--- src/rtl/led_fade_pwm_if.sv ---
// Bus bundle between driver_selector, the LED fade stage and the board pins.
// The master side drives the pattern and fade controls; the slave side returns the PWM pins and busy.
interface led_fade_pwm_if #(
   parameter int PWM_BITS = 8
);
   logic [7:0]          led_in;
   logic                fade_en;
   logic [PWM_BITS-1:0] max_level;
   logic [7:0]          led_out;
   logic                busy;

   modport master (output led_in, fade_en, max_level, input led_out, busy);
   modport slave  (input led_in, fade_en, max_level, output led_out, busy);
endinterface

--- src/rtl/led_fade_pwm.sv ---
// Turns the on/off LED pattern into PWM brightness that ramps smoothly toward each target.
// Duty updates are taken only at PWM period boundaries so no period ever shows a torn pulse.
module led_fade_pwm #(
   parameter int PWM_BITS  = 8,
   parameter int STEP_DIV  = 12000,
   parameter int FADE_STEP = 4
) (
   input  logic           clk,
   input  logic           rst_n,
   led_fade_pwm_if.slave  bus
);

   localparam int                    CNT_W     = (STEP_DIV > 1) ? $clog2(STEP_DIV) : 1;
   localparam logic [CNT_W-1:0]      TICK_LAST = CNT_W'(STEP_DIV - 1);
   localparam logic [PWM_BITS-1:0]   LEVEL_MAX = '1;
   localparam logic [PWM_BITS:0]     STEP_EXT  = (PWM_BITS + 1)'(FADE_STEP);

   logic [7:0]                     sync1_q, sync2_q;
   logic [CNT_W-1:0]               tick_cnt_q, tick_cnt_d;
   logic                           tick;
   logic [PWM_BITS-1:0]            pwm_cnt_q;
   logic [7:0][PWM_BITS-1:0]       level_q, level_d;
   logic [7:0][PWM_BITS-1:0]       level_act_q, level_act_d;
   logic [7:0]                     led_out_q, led_out_d;
   logic                           busy_q, busy_d;

   assign tick       = (tick_cnt_q == TICK_LAST);
   assign tick_cnt_d = tick ? '0 : tick_cnt_q + 1'b1;

   // Per-channel step toward target, clamped so a level can never pass its target or wrap.
   always_comb begin
      logic [PWM_BITS-1:0]        target;
      logic [PWM_BITS:0]          sum;
      logic signed [PWM_BITS:0]   diff;
      target      = '0;
      sum         = '0;
      diff        = '0;
      level_d     = level_q;
      level_act_d = level_act_q;
      led_out_d   = '0;
      busy_d      = 1'b0;
      for (int i = 0; i < 8; i++) begin
         target = sync2_q[i] ? bus.max_level : '0;
         sum    = {1'b0, level_q[i]} + STEP_EXT;
         diff   = $signed({1'b0, level_q[i]}) - $signed(STEP_EXT);
         if (level_q[i] != target) begin
            busy_d = 1'b1;
         end
         if (!bus.fade_en) begin
            level_d[i] = target;
         end else if (tick) begin
            if (level_q[i] < target) begin
               level_d[i] = (sum > {1'b0, target}) ? target : sum[PWM_BITS-1:0];
            end else if (level_q[i] > target) begin
               level_d[i] = (diff < $signed({1'b0, target})) ? target : diff[PWM_BITS-1:0];
            end
         end
         if (pwm_cnt_q == LEVEL_MAX) begin
            level_act_d[i] = level_q[i];
         end
         led_out_d[i] = (level_act_q[i] == LEVEL_MAX) || (pwm_cnt_q < level_act_q[i]);
      end
   end

   always_ff @(posedge clk or negedge rst_n) begin
      if (!rst_n) begin
         sync1_q     <= '0;
         sync2_q     <= '0;
         tick_cnt_q  <= '0;
         pwm_cnt_q   <= '0;
         level_q     <= '0;
         level_act_q <= '0;
         led_out_q   <= '0;
         busy_q      <= 1'b0;
      end else begin
         sync1_q     <= bus.led_in;
         sync2_q     <= sync1_q;
         tick_cnt_q  <= tick_cnt_d;
         pwm_cnt_q   <= pwm_cnt_q + 1'b1;
         level_q     <= level_d;
         level_act_q <= level_act_d;
         led_out_q   <= led_out_d;
         busy_q      <= busy_d;
      end
   end

   assign bus.led_out = led_out_q;
   assign bus.busy    = busy_q;

endmodule

--- src/flat_wrapper.sv ---
// flat-port wrapper written by rule: the top's interface ports become plain ports
module led_fade_pwm_flat 
#(
   parameter int PWM_BITS  = 8,
   parameter int STEP_DIV  = 12000,
   parameter int FADE_STEP = 4
)
  (clk, rst_n, bus_led_in, bus_fade_en, bus_max_level, bus_led_out, bus_busy);
  led_fade_pwm_if #(.PWM_BITS(PWM_BITS)) bus_i ();
  input  logic clk;
  input  logic rst_n;
  input wire logic [$bits(bus_i.led_in)-1:0] bus_led_in;
  input wire logic [$bits(bus_i.fade_en)-1:0] bus_fade_en;
  input wire logic [$bits(bus_i.max_level)-1:0] bus_max_level;
  output wire logic [$bits(bus_i.led_out)-1:0] bus_led_out;
  output wire logic [$bits(bus_i.busy)-1:0] bus_busy;
  assign bus_i.led_in = bus_led_in;
  assign bus_i.fade_en = bus_fade_en;
  assign bus_i.max_level = bus_max_level;
  assign bus_led_out = bus_i.led_out;
  assign bus_busy = bus_i.busy;
  led_fade_pwm #(.PWM_BITS(PWM_BITS), .STEP_DIV(STEP_DIV), .FADE_STEP(FADE_STEP)) u_core (.clk(clk), .rst_n(rst_n), .bus(bus_i));
endmodule
--- config.mk ---
export PLATFORM = sky130hd
export DESIGN_NAME = led_fade_pwm_flat
export DESIGN_NICKNAME = d
export VERILOG_FILES = /design/src/rtl/led_fade_pwm_if.sv /design/src/rtl/led_fade_pwm.sv /design/src/flat_wrapper.sv
export SDC_FILE = /design/constraint.sdc
export NUM_CORES = 1
export LEC_CHECK = 0
export ABC_AREA = 1
export BUFFER_PORTS_ARGS = -buffer_cell sky130_fd_sc_hd__clkbuf_2
export CAP_MARGIN = 20
export CORE_MARGIN = 1
export CORE_UTILIZATION = 50
export DETAILED_ROUTE_END_ITERATION = 6
export MAX_ROUTING_LAYER = met4
export PLACE_DENSITY = 0.65
export SLEW_MARGIN = 10
export SYNTH_ARGS = -nofsm -noshare
export SYNTH_HDL_FRONTEND = slang
export SYNTH_SLANG_ARGS = --single-unit
--- constraint.sdc ---
create_clock -name clk -period 3.2 [get_ports clk]
set_clock_uncertainty 0.05 [all_clocks]
set_input_delay 0 -clock clk [delete_from_list [all_inputs] [get_ports clk]]
set_output_delay 0 -clock clk [all_outputs]
set_load 0.03 [all_outputs]
==> flow_summary_export.csv, run 1 <==
group,metric,value,unit
run_status,status,"finished with violations",
run_status,violations,"design-rule violations",
worst_hold_path,hp-class,"input port to async pin",
worst_setup_path,cp_slowest_cell,"dfrtp_1",
worst_setup_path,cp_max_fo,7,
timing,final.period_utilization,0.917,
worst_setup_path,worstPathRequired,3.48,ns
clock_network,cts_tree,"done",
drt,totalWireLength,44.0,mm
synthesis,synth_ff_type,"dfrtp_1",
drt,route.detailed.drc,1,
synthesis,synth_fp_nets,2569,
global_routing,grt_first_pass_wirelength,73.0,mm
synthesis,synth-seq-cells,175,
global_routing,overflow,0,
timing,fmax,0.341,GHz
clock_network,cts_buffer_depth,2,
worst_setup_path,crit_start,"u_core.level_q[42]$_DFFE_PN0P_",
timing,finalSetupViolations,0,
drt,viasPerCell,5.50,
worst_setup_path,r2r_start,"u_core.level_q[42]$_DFFE_PN0P_",
synthesis,syn_area,0.0162,sq mm
worst_setup_path,crit_type,"register to register",
placed_design,hpwl,32.5,mm
floorplanning,ios,28,
worst_setup_path,path_buf_inv,2,
floorplanning,die_y,182,microns
clock_network,htree_levels,4,
timing,slew_viol_final,0,
drt,ant_nets,0,
pwr,p_leak,9.11,nW
global_routing,grt_pass1_vias,14473,
global_routing,grt_use_total,0.283,
clock_network,clock-sinks,175,
drt,drtIter0Drc,1243,
timing,finalSetupTns,0,ns
synthesis,ys_types,46,
synthesis,seq_area_frac_synth,0.270,
cells_and_area,final_area,0.0174,sq mm
synthesis,synthDominantCellAreaShare,0.270,
synthesis,yosys-top-cells-count,"599 x nand2_1, 314 x inv_1, 236 x nand3_1, 234 x ha_1, 175 x dfrtp_1",
floorplanning,die_w,182,microns
floorplanning,coreArea,0.0317,sq mm
timing,slew_headroom,0.463,
cells_and_area,regArea,0.00438,sq mm
cells_and_area,final_nets,2582,
placed_design,place_congestion,0.968,
placed_design,dpl_cell_area,0.0167,sq mm
timing,grt_setup_unrepaired,"false",
cells_and_area,drive_gt1_frac,0.0692,
worst_setup_path,arrival,3.21,ns
cells_and_area,area_growth,7.41,%
global_routing,grt_max_degree,71,
pwr,powerDensity,832,mW/mm^2
synthesis,syn_inst,2316,
synthesis,syn_avg_cell_area,7.01,sq um
drt,wl_per_cell,16.0,microns
floorplanning,dieArea,0.0332,sq mm
clock_network,root_buffer,"clkbuf_16",
synthesis,synth-async-reset-ratio,1.00,
worst_setup_path,path_common_cell,"nand2_1",
cells_and_area,diodes,0,
floorplanning,fp-row-count,65,
worst_setup_path,cp-end-kind,"register",
clock_network,numCtsBuffers,17,
synthesis,synth.most_common_cell,"nand2_1",
cells_and_area,utilization,0.549,
worst_setup_path,crit_chain,"inv_1 > ha_2 > nand2_1 > xor2_1 > inv_1 > ha_1 > a21o_1 > nand3_1 > nand2_1 > nor2_1 > nand2_2 > nand2_2 > nand2_1 > nand3_1 > nand2_1 > nand2_1 > o21ai_1",
drt,vias,15079,
clock_network,post_cts_buffers,0,
clock_network,clkLatencyLatePin,0.45,ns
drt,dr.pass1.iters,7,
synthesis,synth_edf_count,0,
timing,period_minus_slack,2.94,ns
cells_and_area,n_fill_cell,3077,
cells_and_area,multiInputGateArea,0.0103,sq mm
placed_design,dp_cells,2703,
clock_network,clk_pin_slew_worst_paths,0.07,ns
synthesis,yosys-top-cells-area,"dfrtp_1 27%, ha_1 18%, nand2_1 14%",
synthesis,synth_top_area_cell,"dfrtp_1",
placed_design,port_buffers,27,
timing,worst_pin_slew,0.805,ns
cells_and_area,final-instance-count-excl-fill,2744,
global_routing,antenna_found_initial,0,
worst_setup_path,max_stage_delay,0.43,ns
synthesis,synth-warning-count,0,
timing,hold_viol_final,0,
worst_setup_path,startpoint_type,"register",
worst_setup_path,cpLargestDelayFamily,"simple AND/OR/NAND/NOR gates",
run,maxCapViolations,0,
floorplanning,initial_utilization,0.512,
pwr,peakVddDrop,0.000400,V
==> flip-flops by register name (all words and copies together), names as in the netlist <==
name	cells
u_core.tick_cnt_q	14
u_core.sync1_q	8
u_core.bus.led_out	8
u_core.bus.busy	1
u_core.level_act_q	64
u_core.pwm_cnt_q	8
u_core.sync2_q	8
u_core.level_q	64
==> worst paths after layout <==
check | slack, ns | to | cells past startpoint
min | 0.07 | u_core.level_q[14]$_DFFE_PN0P_ | 2
min reg2reg | 0.30 | u_core.sync2_q[2]$_DFF_PN0_ | 0
max reg2reg | 0.26 | u_core.level_q[41]$_DFFE_PN0P_ | 17
min in group clk | 0.07 | u_core.level_q[49]$_DFFE_PN0P_ | 3
max | 0.26 | u_core.level_q[41]$_DFFE_PN0P_ | 17
max in group asynchronous | 2.11 | u_core.sync2_q[3]$_DFF_PN0_ | 3
==> where the power goes <==
part / internal, mW / switching, mW / total [mW] / leakage (nW)
clock: 1.19 / 0.966 / 2.15 / 0.290
combinational: 3.30 / 5.87 / 9.17 / 6.54
sequential: 2.55 / 0.629 / 3.18 / 2.28
total: 7.04 / 7.47 / 14.5 / 9.11
==> metrics by stage <==
| stage | hold WS (ns) | total power [mW] | worst slack, ns |
|---|---|---|---|
| final | 0.0665 | 14.5 | 0.264 |
| after global placement | -0.00488 | 12.0 | 0.195 |
| after CTS | 0.0470 | 14.4 | 0.120 |
| after global routing | 0.0578 | 16.1 | 0.0129 |
| after floorplan | -0.346 | 10.1 | 0.731 |
| after detailed placement | 0.00243 | 12.2 | 0.137 |
==> routing by layer <==
metal  wire, microns  GRT usage  vias to the layer above
li1                -          -                     7649
met1           20800      0.370                     7026
met2           20300      0.461                      357
met3            2220     0.0437                       47
met4             716     0.0669                        0
met5               0          -                        -
==> cell type report <==
type                            count  share of cell area
Multi-Input combinational cell   1757               0.594
Sequential cell                   175               0.251
Inverter                          321              0.0695
Tap cell                          402              0.0289
Clock buffer                       18              0.0252
Timing Repair Buffer               57              0.0225
Clock inverter                     14             0.00883
==> what timing repair did <==
item                       4_1_cts  5_1_grt
hold endpoints to repair        74        0
hold buffers                     9        0
setup endpoints to repair        0       22
gates resized for setup          0        9
==> kinds of logic after synthesis <==
logic type,Yosys count,synth area share
and+or+nand+nor,1141,0.309
buffers and inverters,384,0.0941
AOI/OAI and AO/OA,327,0.117
adders and majority gates,234,0.180
DFF,175,0.270
xor gates and xnor gates,55,0.0297
==> placed cells by master, fill, tap and decap left out, types with 7 or more instances in the layout <==
| cell type | count |
|---|---|
| a21boi_0 | 7 |
| a21o_1 | 17 |
| a21oi_1 | 134 |
| a21oi_2 | 28 |
| buf_4 | 21 |
| clkbuf_16 | 17 |
| clkbuf_2 | 26 |
| dfrtp_1 | 173 |
| dlygate4sd3_1 | 9 |
| ha_1 | 233 |
| inv_1 | 314 |
| nand2_1 | 594 |
| nand2_2 | 14 |
| nand2_4 | 8 |
| nand3_1 | 235 |
| nand3_2 | 10 |
| nand3b_1 | 15 |
| nand4_1 | 53 |
| nor2_1 | 167 |
| nor3_1 | 25 |
| o211ai_1 | 17 |
| o21ai_0 | 94 |
| o21ai_1 | 11 |
| xnor2_1 | 11 |
| xor2_1 | 44 |
==> worst reg2reg max path, delay by kind of cell, from the launching register on <==
kind / cells / cell delay (ns)
flip-flops: 1 / 0.43
adder cells (fa/ha/maj): 2 / 0.55
buffers and inverters: 2 / 0.26
XOR/XNOR: 1 / 0.21
AND/OR/NAND/NOR: 10 / 1.07
AO/OA/AOI/OAI: 2 / 0.24
Power figures use the tool's default switching activity.
==> run 2: changes to the inputs <==
--- a/config.mk
+++ b/config.mk
@@ -14,3 +14,3 @@
 export MAX_ROUTING_LAYER = met4
-export PLACE_DENSITY = 0.65
+export PLACE_DENSITY = 0.67
 export SLEW_MARGIN = 10
--- a/constraint.sdc
+++ b/constraint.sdc
@@ -4,2 +4,2 @@
 set_output_delay 0 -clock clk [all_outputs]
-set_load 0.03 [all_outputs]
+set_load 0.1 [all_outputs]
==> flow_summary_export.csv, run 2 (synthesis results as in run 1) <==
group,metric,value,unit
drt,ant_nets,0,
global_routing,grt_util_met1,0.366,
cells_and_area,area_growth,7.45,%
drt,viasPerCell,5.56,
worst_hold_path,hp-class,"input port to register",
drt,vias,15237,
global_routing,grt_max_degree,100,
placed_design,place_congestion,0.939,
timing,fmax,0.342,GHz
floorplanning,die_y,182,microns
cells_and_area,mostFrequentLayoutCell,"nand2_1",
worst_setup_path,worstPathRequired,3.48,ns
clock_network,cts_tree,"done",
worst_hold_path,hold_path_depth,3,
run,maxCapViolations,0,
cells_and_area,top_regs,"u_core.level_act_q: 64 flops, u_core.level_q: 64 flops, u_core.tick_cnt_q: 14 flops",
clock_network,cts_buffer_depth,2,
floorplanning,coreArea,0.0317,sq mm
pwr,p_leak,9.11,nW
floorplanning,dieArea,0.0332,sq mm
clock_network,numCtsBuffers,17,
pwr,switching_share,0.517,
pwr,p_sw,7.53,mW
timing,worst_pin_slew,0.850,ns
cells_and_area,utilization,0.550,
timing,finalSetupTns,0,ns
clock_network,root_buffer,"clkbuf_16",
clock_network,htree_levels,4,
global_routing,grt_busiest_layer,"met2",
worst_setup_path,rr_worst_depth,16,
floorplanning,die_w,182,microns
global_routing,use_met3,0.0313,
cells_and_area,final_nets,2580,
cells_and_area,layout_common_cells,"595 x nand2_1, 314 x inv_1, 235 x nand3_1, 234 x ha_1, 174 x dfrtp_1",
floorplanning,initial_utilization,0.512,
clock_network,clock-sinks,175,
global_routing,grt_pass1_vias,14683,
global_routing,gr-usage-met2,0.467,
drt,wl_per_cell,16.1,microns
pwr,p_comb_frac,0.636,
worst_setup_path,crit_type,"register to register",
cells_and_area,final_area,0.0174,sq mm
global_routing,grt_use_total,0.281,
placed_design,dpl_cell_area,0.0167,sq mm
cells_and_area,diodes,0,
global_routing,grt_first_pass_wirelength,73.1,mm
timing,period_minus_slack,2.93,ns
worst_setup_path,cp_max_fo,8,
drt,dr.pass1.iters,6,
timing,slew_headroom,0.433,
floorplanning,ios,28,
timing,final.period_utilization,0.915,
pwr,powerDensity,836,mW/mm^2
timing,slew_viol_final,0,
drt,drtIter0Drc,1242,
drt,totalWireLength,44.2,mm
run_status,status,"complete, no violations",
clock_network,clk_pin_slew_worst_paths,0.07,ns
placed_design,port_buffers,27,
worst_setup_path,cp-end-kind,"register",
timing,grt_setup_unrepaired,"false",
timing,hold_viol_final,0,
drt,route.detailed.drc,0,
placed_design,hpwl,32.5,mm
cells_and_area,drive_gt1_frac,0.0667,
pwr,clockPowerShare,0.148,
global_routing,antenna_found_initial,0,
global_routing,overflow,0,
worst_setup_path,arrival,3.21,ns
pwr,seqPwrFrac,0.216,
timing,finalSetupViolations,0,
clock_network,post_cts_buffers,0,
floorplanning,fp-row-count,65,
clock_network,clkLatencyLatePin,0.45,ns
worst_setup_path,startpoint_type,"register",
pwr,peakVddDrop,0.000411,V
pwr,internal_power,7.05,mW
-- run 2: final timing paths --
path	start	to	slack [ns]
min in group asynchronous	rst_n	u_core.level_q[14]$_DFFE_PN0P_	0.17
worst min-delay path	bus_max_level[0]	u_core.level_q[16]$_DFFE_PN0P_	0.06
worst max register to register	u_core.level_q[50]$_DFFE_PN0P_	u_core.level_q[49]$_DFFE_PN0P_	0.27
worst min register to register	u_core.sync1_q[4]$_DFF_PN0_	u_core.sync2_q[4]$_DFF_PN0_	0.29
max in group asynchronous	rst_n	u_core.level_act_q[51]$_DFFE_PN0N_	2.11
worst max-delay path	u_core.level_q[50]$_DFFE_PN0P_	u_core.level_q[49]$_DFFE_PN0P_	0.27
-- run 2: what timing repair did --
item                       4_1_cts  5_1_grt
setup endpoints to repair        0       13
gates resized for setup          0        6
hold buffers                     9        0
hold endpoints to repair       104        0
-- run 2: worst max-delay path, cell delays in order, from the launching register on --
cell     delay [ns]
dfrtp_1        0.49
inv_1          0.17
ha_1           0.36
inv_1          0.08
ha_1           0.30
inv_1          0.06
nand2_1        0.08
a21oi_1        0.19
nor2_1         0.07
nor2_1         0.11
nor2_1         0.05
nand2_1        0.13
nand2_1        0.18
nand3_1        0.17
nand3_2        0.16
nand2_1        0.10
o21ai_1        0.06
-- run 2: layout make-up --
| type | count | area, sq um |
|---|---|---|
| fill | 3156 | 14300 |
| multi-input combinational | 1757 | 10300 |
| sequential | 175 | 4380 |
| inverter | 321 | 1210 |
| tap | 402 | 503 |
| clock buffer | 18 | 439 |
| timing repair buffer | 55 | 402 |
| clock inverter | 13 | 156 |
-- run 2: power groups by stage --
stage,logic (mW),registers [mW],clock network (mW)
after CTS,9.13,3.12,2.20
after global routing,10.6,3.20,2.29
after global placement,8.89,3.15,0
final,9.28,3.14,2.16
after floorplan,7.19,2.91,0
after detailed placement,9.07,3.16,0
-- run 2: layer usage --
metal,vias up,part of all wire
met5,-,0
met4,0,0.015
met3,47,0.041
met2,364,0.47
met1,7198,0.47
li1,7628,-
-- run 2: through the flow --
step                power (mW)  hold WS, ns  setup WS [ns]  instances
floorplan                 10.1       -0.346          0.731       2316
global placement          12.0       0.0588          0.257       2701
detailed placement        12.2       0.0599          0.267       2701
CTS                       14.5       0.0430          0.250       2741
global route              16.1       0.0469         0.0160       2741
finish                    14.6       0.0579          0.272       2741
